[src/rtl/bcd_timer_pkg.sv]
// bcd_timer_pkg: shared types and constants for the BCD countdown timer.
package bcd_timer_pkg;
    typedef enum logic [1:0] {IDLE, RUN, PAUSED, DONE} state_t;
    typedef logic [3:0] bcd_t;
    localparam bcd_t BCD_MAX = 4'd9;
endpackage

[src/rtl/bcd_digit_dec.sv]
// bcd_digit_dec: one BCD digit decrement stage with borrow chaining, 0 wraps to 9.
module bcd_digit_dec
    import bcd_timer_pkg::*;
(
    input  logic [3:0] d,
    input  logic       bin,
    output logic [3:0] q,
    output logic       bout
);
    always_comb begin
        q    = bin ? ((d == 4'd0) ? BCD_MAX : d - 4'd1) : d;
        bout = bin && (d == 4'd0);
    end
endmodule

[src/rtl/bcd_timer_ctrl.sv]
// bcd_timer_ctrl: BCD countdown timer with start/pause/abort control.
// Define BCD_TIMER_AUTO_RELOAD_EN to reload the preset and keep running after each expiry.
module bcd_timer_ctrl
    import bcd_timer_pkg::*;
#(
    parameter int DIGITS = 2
) (
    input  logic                clk,
    input  logic                rst,
    input  logic                start,
    input  logic                stop,
    input  logic                tick,
    input  logic [4*DIGITS-1:0] preset,
    output logic [4*DIGITS-1:0] q,
    output logic                busy,
    output logic                done,
    output logic                err
);
    state_t              state;
    logic [DIGITS:0]     borrow;
    logic [4*DIGITS-1:0] q_dec;
    logic [DIGITS-1:0]   ok;
`ifdef BCD_TIMER_AUTO_RELOAD_EN
    logic [4*DIGITS-1:0] reload;
`endif
    assign borrow[0] = 1'b1;
    // A borrow out of the top digit means every digit was zero.
    for (genvar i = 0; i < DIGITS; i++) begin : g_dig
        bcd_digit_dec u_dig (
            .d   (q[4*i +: 4]),
            .bin (borrow[i]),
            .q   (q_dec[4*i +: 4]),
            .bout(borrow[i+1])
        );
        assign ok[i] = preset[4*i +: 4] <= BCD_MAX;
    end
    always_ff @(posedge clk) begin
        if (rst) begin
            state <= IDLE;
            q     <= '0;
            busy  <= 1'b0;
            done  <= 1'b0;
            err   <= 1'b0;
`ifdef BCD_TIMER_AUTO_RELOAD_EN
            reload <= '0;
`endif
        end else begin
            done <= 1'b0;
            case (state)
                IDLE, DONE: begin
                    if (start && &ok) begin
                        q     <= preset;
                        err   <= 1'b0;
                        state <= RUN;
                        busy  <= 1'b1;
`ifdef BCD_TIMER_AUTO_RELOAD_EN
                        reload <= preset;
`endif
                    end else if (start) begin
                        err   <= 1'b1;
                        state <= IDLE;
                        busy  <= 1'b0;
`ifdef BCD_TIMER_AUTO_RELOAD_EN
                    end else if (state == DONE) begin
                        state <= RUN;
`endif
                    end else begin
                        state <= IDLE;
                        busy  <= 1'b0;
                    end
                end
                RUN: begin
                    if (stop) state <= PAUSED;
                    else if (tick && borrow[DIGITS]) begin
                        state <= DONE;
                        done  <= 1'b1;
`ifdef BCD_TIMER_AUTO_RELOAD_EN
                        q <= reload;
`else
                        busy <= 1'b0;
`endif
                    end else if (tick) q <= q_dec;
                end
                PAUSED: begin
                    if (stop) begin
                        state <= IDLE;
                        q     <= '0;
                        busy  <= 1'b0;
                    end else if (start) state <= RUN;
                end
                default: state <= IDLE;
            endcase
        end
    end
endmodule

[config.mk]
export PLATFORM = sky130hd
export DESIGN_NAME = bcd_timer_ctrl
export DESIGN_NICKNAME = d
export VERILOG_FILES = /design/src/rtl/bcd_timer_pkg.sv /design/src/rtl/bcd_digit_dec.sv /design/src/rtl/bcd_timer_ctrl.sv
export SDC_FILE = /design/constraint.sdc
export NUM_CORES = 1
export LEC_CHECK = 0
export CORE_MARGIN = 4
export CORE_UTILIZATION = 30
export CTS_BUF_LIST = sky130_fd_sc_hd__clkbuf_4 sky130_fd_sc_hd__clkbuf_8
export DETAILED_ROUTE_END_ITERATION = 10
export GPL_TIMING_DRIVEN = 0
export PLACE_DENSITY = 0.63
export SLEW_MARGIN = 25
export SYNTH_ARGS = -nofsm -noshare
export SYNTH_HDL_FRONTEND = slang
export SYNTH_SLANG_ARGS = --single-unit
export TNS_END_PERCENT = 1
[constraint.sdc]
create_clock -name clk -period 2.15 [get_ports clk]
set_input_delay 0.43 -clock clk [delete_from_list [all_inputs] [get_ports clk]]
set_output_delay 0.43 -clock clk [all_outputs]
set_load 0.02 [all_outputs]
==> flow_metrics.tcl <==
set metrics [dict create \
    status "finished clean" \
    n_fill_cell 295 \
    rsz0062_at_grt "true" \
    cts_buffers 3 \
    skew_ps 2.02 \
    drv_cap 0 \
    drtIter0Drc 39 \
    start_kind "flip-flop" \
    cp.arrival_ps 2250 \
    hold_end "busy$_SDFFE_PP0P_" \
    clock_latency_ps 280 \
    holdCritPathClass "reg2reg" \
    mostFrequentLayoutCells "23 x clkdlybuf4s50_1, 13 x dfxtp_1, 11 x nor3_1, 9 x inv_1, 9 x nor2_1" \
    initial_core_util_pct 32.0 \
    synth.area.top_cells "dfxtp_1 29%, a211oi_1 9.2%, ha_1 7.0%" \
    leakage_nw 0.437 \
    ys_ff_latch 13 \
    clk_pin_slew_ps 80 \
    fin_tns_setup_ps 0 \
    hpwl_um 1870 \
    cts_max_level 1 \
    fin_crit_sh_pct 97.8 \
    wirelength_um 2520 \
    final_nets 152 \
    fmax_mhz 476 \
    die_h_um 62.7 \
    pre_cts_ws_ps -265 \
    hold_viol_final 0 \
    worstRegToRegCells 9 \
    firstDrtPassIters 4 \
    seq_power_share_pct 35.8 \
    slew_violations 0 \
    syn_to_final_growth_pct 38.5 \
    synth_largest_area_cell "dfxtp_1" \
    holdPathStages 2 \
    routed_via_density 5.73 \
    final_common_cell "clkdlybuf4s50_1" \
    drcViolationCount 0 \
    gr-total-overflow 0 \
    r2r_start "state[0]$_SDFFE_PP0P_" \
    worstMarginPinSlew_ps 623 \
    sw_frac_of_total_pct 38.0 \
    syn_area_um2 897 \
    synth.avg_cell_area_um2 8.63 \
    cp_max_fo 9 \
    vias 940 \
    min_from "busy$_SDFFE_PP0P_" \
    cp-end-kind "flip-flop" \
    vdd.ir_drop.worst_v 0.000444 \
    intPower_mw 0.522 \
    final_antenna_net_count 0 \
    clock-root-buffer "clkbuf_4" \
    gp_congestion 0.826 \
    grt_pass1_wl_um 4190 \
    cts_tree "done" \
    die-area_mm2 0.00393 \
    synthCells 104 \
    period_needed_ps 2100 \
    clockBufferDepth 2 \
    cellPowerDensity_mw_per_mm2 678 \
    wire_per_inst_um 15.4 \
    setup_ws_ps 48.2 \
    track_usage_pct 13.1 \
    power_frac_comb_pct 44.1 \
    die_x_um 62.7 \
    reg2reg_slack_ps 50 \
    drive_above_1_share_pct 15.8 \
    ys_seq_area_share_pct 29.0 \
    switchingPower_mw 0.320 \
    final_area_mm2 0.00124 \
    netlist.area_leader.share_pct 29.0 \
    antenna_found_initial 0 \
    setup_viol 0 \
    grt_max_degree 11 \
    regToRegEndpoint "q[3]$_SDFFE_PP0P_" \
    yosysWarnings 0 \
    antenna_cells 0 \
    dpl_cell_area_mm2 0.00117 \
    path_class "reg2reg" \
    synth_cell_types 34 \
    syn-num-nets 122 \
    portBuffers 23 \
    grt_pass1_vias 873 \
    p_clk_share_pct 20.2 \
    core_region_area_mm2 0.00281 \
    slew-limit-headroom_pct 58.4 \
    cts_sinks 13 \
    num_rows 19 \
    pin_count 24 \
    crit_required_ps 2300 \
]
## metrics by stage
step                      hold slack, ps  utilization [%]  instances  power, mW
after global placement               484             41.6        158      0.643
final                                525             44.3        164      0.843
after detailed placement             513             41.6        158      0.654
after CTS                            532             42.9        163      0.834
after global routing                 561             44.3        164      0.909
after floorplan                      491                -        104      0.526
## worst max-delay path by stage
stage | startpoint | to | slack [ps] | cells after the start
after floorplan | state[0]$_SDFFE_PP0P_ | q[0]$_SDFFE_PP0P_ | 130 | 8
after global placement | stop | q[3]$_SDFFE_PP0P_ | -230 | 6
final | state[0]$_SDFFE_PP0P_ | q[3]$_SDFFE_PP0P_ | 50 | 9
after CTS | q[0]$_SDFFE_PP0P_ | q[5]$_SDFFE_PP0P_ | 40 | 7
after global routing | state[0]$_SDFFE_PP0P_ | q[3]$_SDFFE_PP0P_ | -40 | 9
after detailed placement | stop | q[3]$_SDFFE_PP0P_ | -270 | 6
## power by group through the flow
stage / combinational (mW) / clock, mW / sequential, mW
2_1_floorplan: 0.198 / 0 / 0.328
3_3_place_gp: 0.339 / 0 / 0.304
3_5_place_dp: 0.348 / 0 / 0.306
4_1_cts: 0.354 / 0.180 / 0.300
5_1_grt: 0.405 / 0.196 / 0.308
6_report: 0.371 / 0.170 / 0.301
## worst max-delay path, stage by stage, from the launching register on
cell and delay [ps]:
dfxtp_1 360, inv_1 50, ha_1 290, buf_6 140, nor2b_1 150, a2111oi_4 320, buf_4 200, o211ai_4 130
a211oi_2 240, a211oi_1 80
## timing repair
action,CTS,global route
endpoints found under the setup margin,7,8
hold buffers,0,0
gates resized for setup,0,7
pin swaps,1,5
cloned,0,0
buffers inserted,1,1
endpoints found under the hold margin,0,0
## synthesized netlist by cell type
cell,count
dfxtp_1,13
a211oi_1,11
nor3_1,11
inv_1,9
nor2_1,9
a21oi_1,5
ha_1,5
nor2b_1,4
a31oi_1,3
nand2b_1,3
a2111oi_0,2
clkbuf_1,2
mux2i_1,2
nand2_1,2
nor3b_1,2
nor4_1,2
o21ai_0,2
a2111oi_4,1
a211oi_2,1
a221oi_2,1
a32o_1,1
and4_1,1
and4bb_2,1
buf_2,1
buf_6,1
nand3_1,1
nand3_4,1
nand3b_1,1
nand4_1,1
o211a_1,1
o211ai_1,1
o211ai_4,1
o21ai_1,1
or3b_1,1
## routing by layer
metal	up-vias	part of all wire, %	routed length, um	track usage (%)
met5	-	0	0	0
met1	447	43	1100	16.7
met3	2	8.9	225	4.86
met2	35	47	1190	21.2
met4	0	0.36	9	2.48
li1	456	-	-	-
## cell families (layout without fill, tap and decap cells)
logic type      count (synthesis)  in the layout  synth area share (%)
fa+ha+maj                       5              5                  6.97
compound gates                 31             31                  29.3
flops                          13             13                  29.0
mux                             2              2                  2.23
simple gates                   40             40                  26.1
buf+inv                        13             42                  6.42
## layout make-up
cell class	count	area (um^2)	share of cell area, %
multi-input combinational	78	611	49.1
sequential	13	260	20.9
timing repair buffer	25	245	19.7
tap	31	38.8	3.12
inverter	9	33.8	2.72
clock buffer	4	30.0	2.42
buffer	4	23.8	1.91
## flip-flops by register name, indices dropped and copies added, names as in the netlist
register,flops
err,1
q,8
state,2
busy,1
done,1
Power figures use the tool's default switching activity.
